File: src/rtl/debug_scan_slave.sv
// Responder end of the debug serial link: oversamples sclk/ssel/sin and runs a capture-shift-commit
// transaction per ssel frame. Optional even-parity frame bit enabled by DEBUG_SCAN_PARITY_EN.
module debug_scan_slave #(
  parameter int D_WIDTH  = 8,
  parameter int NUM_REGS = 7
) (
  input  logic                        clk_int,
  input  logic                        reset,
  input  logic                        sclk,
  input  logic                        ssel,
  input  logic                        sin,
  input  logic [2:0]                  saddr,
  output logic                        sout,
  input  logic [D_WIDTH-1:0]          status_in,
  output logic [NUM_REGS*D_WIDTH-1:0] cfg_out,
  output logic                        commit,
  output logic                        frame_err
`ifdef DEBUG_SCAN_PARITY_EN
  ,
  output logic                        parity_err
`endif
);

  typedef enum logic [1:0] {IDLE, SHIFT, COMMIT} state_t;

`ifdef DEBUG_SCAN_PARITY_EN
  localparam logic [3:0] DATA_LEN  = 4'(D_WIDTH);
  localparam logic [3:0] FRAME_LEN = 4'(D_WIDTH + 1);
`else
  localparam logic [3:0] FRAME_LEN = 4'(D_WIDTH);
`endif

  state_t               state_q, state_d;
  logic [D_WIDTH-1:0]   regs [NUM_REGS];
  logic [D_WIDTH-1:0]   shreg;
  logic [D_WIDTH-1:0]   cap_val;
  logic [3:0]           bit_cnt;
  logic [2:0]           addr_q;
  logic                 pend_q;
  logic                 sclk_s1, sclk_s2, sclk_prev;
  logic                 ssel_s1, ssel_s2, ssel_prev;
  logic                 sin_s1, sin_s2;
  logic                 sclk_rise, ssel_rise, ssel_fall;
  logic                 addr_ok;
  logic                 capture, do_shift, do_write, set_ferr;
`ifdef DEBUG_SCAN_PARITY_EN
  logic                 par_q;
  logic                 set_perr;
`endif

  assign sclk_rise = sclk_s2 & ~sclk_prev;
  assign ssel_rise = ssel_s2 & ~ssel_prev;
  assign ssel_fall = ~ssel_s2 & ssel_prev;
  assign addr_ok   = (addr_q != 3'd7) && ({1'b0, addr_q} < 4'(NUM_REGS));

  for (genvar g = 0; g < NUM_REGS; g++) begin : g_cfg
    assign cfg_out[g*D_WIDTH +: D_WIDTH] = regs[g];
  end

  // NOTE: every signal written here gets a default first, so no path can infer a latch.
  always_comb begin
    state_d  = state_q;
    capture  = 1'b0;
    do_shift = 1'b0;
    do_write = 1'b0;
    set_ferr = 1'b0;
`ifdef DEBUG_SCAN_PARITY_EN
    set_perr = 1'b0;
`endif
    cap_val  = '0;
    if (saddr == 3'd7) cap_val = status_in;
    for (int i = 0; i < NUM_REGS; i++) begin
      if (saddr == 3'(i)) cap_val = regs[i];
    end

    case (state_q)
      IDLE: begin
        // A rise seen during COMMIT is honoured here if ssel is still high.
        if (ssel_rise || (pend_q && ssel_s2)) begin
          capture = 1'b1;
          state_d = SHIFT;
        end
      end
      SHIFT: begin
        do_shift = sclk_rise;
        if (ssel_fall) state_d = COMMIT;
      end
      COMMIT: begin
        if (bit_cnt == FRAME_LEN) begin
`ifdef DEBUG_SCAN_PARITY_EN
          if ((^shreg) == par_q) do_write = addr_ok;
          else                   set_perr = 1'b1;
`else
          do_write = addr_ok;
`endif
        end else if (bit_cnt != 4'd0) begin
          set_ferr = 1'b1;
        end
        state_d = IDLE;
      end
      default: state_d = IDLE;
    endcase
  end

  // NOTE: sequential state uses non-blocking assignments only, so every flop samples pre-edge values.
  always_ff @(posedge clk_int) begin
    if (reset) begin
      // ssel chain resets high so a frame already open at reset release produces no rise.
      sclk_s1   <= 1'b0;
      sclk_s2   <= 1'b0;
      sclk_prev <= 1'b0;
      ssel_s1   <= 1'b1;
      ssel_s2   <= 1'b1;
      ssel_prev <= 1'b1;
      sin_s1    <= 1'b0;
      sin_s2    <= 1'b0;
      state_q   <= IDLE;
      pend_q    <= 1'b0;
      addr_q    <= '0;
      shreg     <= '0;
      bit_cnt   <= '0;
      sout      <= 1'b0;
      commit    <= 1'b0;
      frame_err <= 1'b0;
      // NOTE: the register bank is architecturally visible, so it is reset explicitly.
      for (int i = 0; i < NUM_REGS; i++) regs[i] <= '0;
`ifdef DEBUG_SCAN_PARITY_EN
      par_q      <= 1'b0;
      parity_err <= 1'b0;
`endif
    end else begin
      sclk_s1   <= sclk;
      sclk_s2   <= sclk_s1;
      sclk_prev <= sclk_s2;
      ssel_s1   <= ssel;
      ssel_s2   <= ssel_s1;
      ssel_prev <= ssel_s2;
      sin_s1    <= sin;
      sin_s2    <= sin_s1;

      state_q <= state_d;
      pend_q  <= (state_q == COMMIT) && ssel_rise;
      commit  <= do_write;

      if (capture) begin
        addr_q  <= saddr;
        shreg   <= cap_val;
        bit_cnt <= '0;
      end else if (do_shift) begin
`ifdef DEBUG_SCAN_PARITY_EN
        if (bit_cnt < DATA_LEN)       shreg <= {shreg[D_WIDTH-2:0], sin_s2};
        else if (bit_cnt == DATA_LEN) par_q <= sin_s2;
`else
        shreg <= {shreg[D_WIDTH-2:0], sin_s2};
`endif
        if (bit_cnt != 4'hF) bit_cnt <= bit_cnt + 4'd1;
      end

      if (do_write) begin
        for (int i = 0; i < NUM_REGS; i++) begin
          if (addr_q == 3'(i)) regs[i] <= shreg;
        end
      end

      if (set_ferr) frame_err <= 1'b1;
`ifdef DEBUG_SCAN_PARITY_EN
      if (set_perr) parity_err <= 1'b1;
`endif
      sout <= (state_q == IDLE) ? 1'b0 : shreg[D_WIDTH-1];
    end
  end

endmodule
File: config.mk
export PLATFORM = sky130hd
export DESIGN_NAME = debug_scan_slave
export DESIGN_NICKNAME = d
export VERILOG_FILES = /design/src/rtl/debug_scan_slave.sv
export SDC_FILE = /design/constraint.sdc
export NUM_CORES = 1
export LEC_CHECK = 0
export CAP_MARGIN = 30
export CORE_UTILIZATION = 40
export DETAILED_ROUTE_END_ITERATION = 8
export GPL_TIMING_DRIVEN = 0
export PLACE_DENSITY = 0.67
export SLEW_MARGIN = 10
export SYNTH_ARGS = -nofsm -noshare
export SYNTH_HDL_FRONTEND = slang
export SYNTH_SLANG_ARGS = --single-unit
File: constraint.sdc
create_clock -name clk_int -period 2.2 [get_ports clk_int]
set_input_delay 0.44 -clock clk_int [delete_from_list [all_inputs] [get_ports clk_int]]
set_output_delay 0.44 -clock clk_int [all_outputs]
set_load 0.02 [all_outputs]
==> results.txt, run 1 <==
----------------------------------------------------
[STA]
  Crit share post-route ... 95.0%
  Final Hold Fails ... 0
  Finish-stage setup viols ... 0
  Post-route setup slack ... 0.109 ns
  Transition time of the tightest slew-check pin ... 0.608 ns
  Max-slew violation count ... 0
  Final hold slack ... 0.415 ns
  Slew headroom ... 59.4%
  Maximum clock frequency ... 478 MHz
  Fin Clk Skew ... 0.0106 ns
  Final Critical Period ... 2.09 ns

[Placement]
  Minimum setup slack after placement ... -0.449 ns
  Post-Place Cell Area ... 4750 um^2
  Estimated wirelength of the detail-placed design ... 7550 um
  Count of port buffers added during placement ... 72
  Gp weighted congestion ... 0.840

[Critical path]
  Biggest fanout along the worst timing path ... 8
  Minimum setup slack among reg-to-reg paths ... 0.11 ns
  Data required, critical path ... 2.26 ns
  Series of cell instances along the critical path ... inv_2, ha_4, nand4b_4, or3b_4, or3b_4, buf_6, nand2b_4
  Crit path top cell by count ... or3b_4
  Largest delay contributor family on the critical path ... simple AND/OR/NAND/NOR gates
  Crit Path Class ... flip-flop to flip-flop
  RR Endpoint ... regs[3][5]
  Startpoint of the lowest-slack register-to-register path ... bit_cnt[0]
  Data arrival, critical path ... 2.15 ns
  Worst setup EP type ... flip-flop
  Critical Path Max Stage Delay ... 0.43 ns
  Number of cells on the worst reg-to-reg path ... 7
  Number of buffers and inverters on the critical path ... 2
  Setup crit start kind ... flip-flop
  Critical path's slowest cell ... or3b_4

[Logic synthesis]
  Mean Syn Cell Area ... 11.0 um^2
  Net Count, Synth ... 369
  Warning count from the yosys run ... 0
  FFs w/ async S/R, synth ... 0%
  Unique cell type count in the Yosys netlist ... 40
  Post-Synthesis Cell Area ... 3870 um^2
  List of most frequent post-synthesis cells ... edfxtp_1, nor2_1, dfxtp_1
  EDFF count, synth ... 56
  Cell type with the highest aggregate area in the netlist ... edfxtp_1
  Most repeated cell in the gate-level netlist after synthesis ... edfxtp_1
  Top cells by area in the synthesized netlist ... edfxtp_1, dfxtp_1, nor2_1
  Flop and latch count out of synthesis ... 85
  Area share of the leading cell type in the synthesized netlist ... 43.5%
  Share of the yosys chip area belonging to registers ... 58.5%
  Post-synthesis instance total ... 351
  Dominant synthesized flop cell ... edfxtp_1

[Pwr]
  Total power per unit cell area ... 680 nW/um^2
  Leakage power ... 1.78 nW
  Peak ir drop on the vdd network ... 0.000352 V
  Design Power ... 3.45 mW

[Route]
  Total iterations of the first detailed-routing run ... 5
  Wire per inst ... 18.0 um
  Post-route DRC ... 0
  Via count ... 3,018
  DRT iter0 DRCs ... 154
  Avg Vias per Cell ... 5.29
  Wirelength, routed ... 10,300 um
  ANT nets after route ... 0

[Worst hold path]
  Hold/Removal Path Class ... flip-flop to flip-flop
  Cell count of the worst hold path ... 1
  Worst min-delay path endpoint ... ssel_s2
  Hold wc startpoint ... ssel_s1

[Cells and area]
  Total inserted antenna cells ... 0
  Final non-filler cell area ... 5070 um^2
  Nets@finish ... 454
  P&R area growth vs syn ... 31.2%
  Fill cell count ... 857
  Final standard cell utilization of the core ... 54.6%
  Fraction of final layout cells sized beyond drive strength 1 ... 13.4%

[Clocking]
  TritonCTS clock tree ... built
  Cts bufs inserted ... 9
  # clock sinks ... 85
  CTS root buf ... clkbuf_8
  Number of levels in the clock H-tree ... 3
  Worst-skew pair later-pin latency ... 0.36 ns
  Clock input transition at the sequential cells of the worst setup and hold paths ... 0.08 ns
  Maximum count of clock buffers along a single path ... 2

[Floorplan]
  Number of standard-cell rows in the floorplan ... 35
  Starting density of the core ... 41.7%
  Floorplan core area ... 9280 um^2
  DIE HEIGHT ... 100 um
  Die Footprint ... 10,100 um^2
  Count of pins on the block boundary ... 75
  Die width ... 100 um

[Global route]
  M1 GR Usage ... 28.0%
  Total gr overflow ... 0
  Number of antenna violations at the first check in global routing ... 0
  Grt peak-use layer ... met2
  Wire length of the first global-routing pass ... 16,300 um
  Maximum number of pins on one net before global-route repair ... 15
  Number of global-route vias before repair ... 3,079
  All-layer global routing usage ... 21.6%
  Grt met3 use ... 3.55%
  Fraction of met2 tracks used by global routing ... 36.1%

[Run status]
  Run status ... finished, final reports clean

[Flow run]
  Max-cap violations ... 0

----------------------------------------------------
[stage by stage]
stage          setup TNS, ns  instances
2_1_floorplan              0        351
3_3_place_gp          -18.12        552
3_5_place_dp          -19.91        552
4_1_cts                    0        569
5_1_grt              -0.0874        570
6_report                   0        570
[state kept, by name (all words and copies together), names as in the netlist]
signal / flops
addr_q: 3
bit_cnt: 4
commit: 1
frame_err: 1
pend_q: 1
regs: 56
sclk_prev: 1
sclk_s1: 1
sclk_s2: 1
shreg: 8
sin_s1: 1
sin_s2: 1
sout: 1
ssel_prev: 1
ssel_s1: 1
ssel_s2: 1
state_q: 2
[logic make-up after synthesis]
logic type               share of synthesized area (%)
AND/OR/NAND/NOR                                   19.3
multiplexers                                      6.96
flip-flops                                        58.5
buffers and inverters                             4.24
XOR/XNOR                                         0.680
AO/OA/AOI/OAI                                     9.71
adder cells (fa/ha/maj)                          0.647
[worst max path at each step]
stage / to / slack [ns] / depth (start not counted) / start
finish: regs[3][5] / 0.11 / 7 / bit_cnt[0]
global route: regs[0][6] / -0.02 / 6 / bit_cnt[0]
CTS: regs[0][0] / 0.01 / 6 / bit_cnt[1]
detailed placement: regs[6][4] / -0.45 / 4 / reset
global placement: regs[6][4] / -0.41 / 4 / reset
floorplan: regs[3][0] / 0.02 / 7 / bit_cnt[0]
[cells in the final DEF, fill, tap and decap left out, types with 4 or more instances in the layout]
master,n
nand3_1,4
dfxtp_1,28
mux2i_1,19
nor2_2,8
a31oi_1,8
inv_1,16
nand2_1,14
nor2_1,51
clkbuf_1,16
o2111ai_1,7
o22ai_1,14
or2_2,4
nor3b_1,7
edfxtp_1,56
nor2b_1,16
nand2b_1,12
clkdlybuf4s50_1,72
o22a_1,7
o31ai_1,7
mux2_2,7
nand2b_2,5
clkbuf_8,9
[what timing repair did]
| item | 4_1_cts | 5_1_grt |
|---|---|---|
| setup buffers | 1 | 2 |
| resized for setup | 11 | 11 |
| setup endpoints to repair | 56 | 64 |
| hold buffers | 0 | 0 |
| pin swaps | 1 | 1 |
[final cells by class]
| cell class | count | area, um^2 | area share, % |
|---|---|---|---|
| well taps | 129 | 161 | 3.18 |
| plain buffers | 22 | 95.1 | 1.87 |
| clock inverters | 6 | 111 | 2.19 |
| multi-input cells | 225 | 1500 | 29.6 |
| flip-flops and latches | 85 | 2260 | 44.6 |
| clock buffers | 10 | 128 | 2.52 |
| inverters | 18 | 67.6 | 1.33 |
| repair buffers | 75 | 743 | 14.6 |
[report_power, final]
part	leakage [nW]	internal [mW]	switching (mW)
clock network	0.116	0.755	0.573
registers	0.814	1.74	0.0318
logic	0.845	0.154	0.194
total	1.78	2.65	0.799
[metal layers]
metal / wire (um) / up-vias
li1: - / 1426
met1: 4430 / 1467
met2: 5060 / 105
met3: 552 / 20
met4: 242 / 0
met5: 0 / -
Note: power is estimated with default switching activity, not from simulation.
==> run 2: changes to the inputs <==
--- a/config.mk
+++ b/config.mk
@@ -9,7 +9,7 @@
 export CORE_UTILIZATION = 40
 export DETAILED_ROUTE_END_ITERATION = 8
 export GPL_TIMING_DRIVEN = 0
-export PLACE_DENSITY = 0.67
+export PLACE_DENSITY = 0.72
 export SLEW_MARGIN = 10
 export SYNTH_ARGS = -nofsm -noshare
 export SYNTH_HDL_FRONTEND = slang
==> results.txt, run 2 (synthesized netlist as in run 1, its figures left out) <==
----------------------------------------------------
[Placement]
  Gp weighted congestion ... 0.835
  Count of port buffers added during placement ... 72
  Estimated wirelength of the detail-placed design ... 7300 um

[Clocking]
  # clock sinks ... 85
  Worst-skew pair later-pin latency ... 0.37 ns
  Cts bufs inserted ... 9
  Clock input transition at the sequential cells of the worst setup and hold paths ... 0.09 ns
  CTS root buf ... clkbuf_8
  Maximum count of clock buffers along a single path ... 2
  TritonCTS clock tree ... built
  Number of levels in the clock H-tree ... 3

[STA]
  Finish-stage setup viols ... 0
  Fin Clk Skew ... 0.0153 ns
  Maximum clock frequency ... 471 MHz
  Sum of negative setup slack ... 0 ns
  Transition time of the tightest slew-check pin ... 0.562 ns
  Slew headroom ... 62.5%
  Final Critical Period ... 2.12 ns
  Crit share post-route ... 96.4%
  Final Hold Fails ... 0
  Max-slew violation count ... 0

[Critical path]
  Startpoint of the lowest-slack register-to-register path ... bit_cnt[0]
  Worst setup EP type ... flip-flop
  RR Endpoint ... regs[3][1]
  Number of cells on the worst reg-to-reg path ... 7
  Crit Path Class ... flip-flop to flip-flop
  Worst setup path startpoint ... bit_cnt[0]
  Data required, critical path ... 2.27 ns
  Data arrival, critical path ... 2.20 ns
  Setup crit start kind ... flip-flop
  Minimum setup slack among reg-to-reg paths ... 0.08 ns
  Biggest fanout along the worst timing path ... 8
  Capturing instance or port of the critical path ... regs[3][1]

[Global route]
  Maximum number of pins on one net before global-route repair ... 17
  Number of global-route vias before repair ... 2,926
  Grt peak-use layer ... met2
  Number of antenna violations at the first check in global routing ... 0
  Fraction of met2 tracks used by global routing ... 33.9%
  M1 GR Usage ... 26.1%
  Total gr overflow ... 0
  All-layer global routing usage ... 20.2%
  Grt met3 use ... 3.41%
  Wire length of the first global-routing pass ... 15,200 um

[Worst hold path]
  Hold/Removal Path Class ... flip-flop to flip-flop
  Hold wc startpoint ... ssel_s1

[Cells and area]
  Max FFs per register ... 56
  Leading cell type in the layout, fill and taps excluded ... clkdlybuf4s50_1
  Area used by multi-input combinational logic ... 1490 um^2
  Total inserted antenna cells ... 0
  P&R area growth vs syn ... 30.4%
  Fill cell count ... 858
  Combined flip-flop and latch cell area ... 2260 um^2
  Fraction of final layout cells sized beyond drive strength 1 ... 12.7%
  Largest registers ... regs (56), shreg (8), bit_cnt (4)
  Nets@finish ... 455
  Commonest cells after routing, fill and taps aside ... clkdlybuf4s50_1, edfxtp_1, nor2_1, dfxtp_1, mux2i_1
  Reg with most FFs ... regs

[Route]
  Wirelength, routed ... 9880 um
  Wire per inst ... 17.3 um
  Post-route DRC ... 0
  Via count ... 2,995
  ANT nets after route ... 0
  DRT iter0 DRCs ... 131
  Total iterations of the first detailed-routing run ... 4
  Avg Vias per Cell ... 5.25

[Pwr]
  Peak ir drop on the vdd network ... 0.000335 V
  Leakage power ... 1.76 nW
  Total power per unit cell area ... 649 nW/um^2
  Design Power ... 3.27 mW

[Floorplan]
  Count of pins on the block boundary ... 75
  Die width ... 100 um
  DIE HEIGHT ... 100 um
  Die Footprint ... 10,100 um^2
  Number of standard-cell rows in the floorplan ... 35
  Starting density of the core ... 41.7%
  Floorplan core area ... 9280 um^2

[Flow run]
  Max-cap violations ... 0

[Run status]
  Run status ... finished, final reports clean

----------------------------------------------------
==> run 2: what timing repair did <==
| action | 4_1_cts | 5_1_grt |
|---|---|---|
| gates resized for setup | 10 | 7 |
| setup endpoints to repair | 56 | 52 |
| setup buffers | 0 | 3 |
| hold buffers | 0 | 0 |
| endpoints found under the hold margin | 0 | 0 |
| pin swaps | 1 | 1 |
==> run 2: where the power goes <==
part	switching, mW	internal, mW	leakage (nW)
Sequential	0.0325	1.74	0.814
Combinational	0.190	0.154	0.847
Clock	0.619	0.538	0.0968
Total	0.841	2.43	1.76
==> run 2: final cells by class <==
cell class / instances / share of cell area (%)
multi-input cells: 225 / 29.6
well taps: 129 / 3.20
repair buffers: 75 / 15.0
inverters: 18 / 1.34
plain buffers: 23 / 1.94
clock inverters: 7 / 1.59
clock buffers: 9 / 2.46
flip-flops and latches: 85 / 44.9
==> run 2: stage by stage <==
step | instance area [um^2] | worst slack, ns | hold WS (ns) | cells | utilization, %
4_1_cts | 4990 | 0.00333 | 0.424 | 568 | 53.8
6_report | 5040 | 0.0785 | 0.421 | 571 | 54.3
3_3_place_gp | 4750 | -0.360 | 0.397 | 552 | 51.2
5_1_grt | 5040 | -0.00818 | 0.450 | 571 | 54.3
2_1_floorplan | 3870 | 0.0194 | 0.389 | 351 | -
3_5_place_dp | 4750 | -0.381 | 0.402 | 552 | 51.2
==> run 2: metal layers <==
layer	vias to the layer above	wire, um
met5	-	0
met4	0	167
met3	13	550
met2	94	5000
met1	1463	4160
li1	1425	-
==> run 2: how the worst min path moves through the flow <==
stage                         end  cells after the start
after floorplan           ssel_s2                      1
after global placement    ssel_s2                      1
after detailed placement  ssel_s2                      1
after CTS                 ssel_s2                      1
after global routing      ssel_s2                      1
final                     ssel_s2                      1
==> run 2: worst max-delay path, cell delays in order (launching register included) <==
cell and delay [ns]:
dfxtp_1 0.34, inv_2 0.09, ha_4 0.15, nand4b_4 0.13
or3b_4 0.43, or3b_1 0.41, buf_6 0.15, nand2b_4 0.13
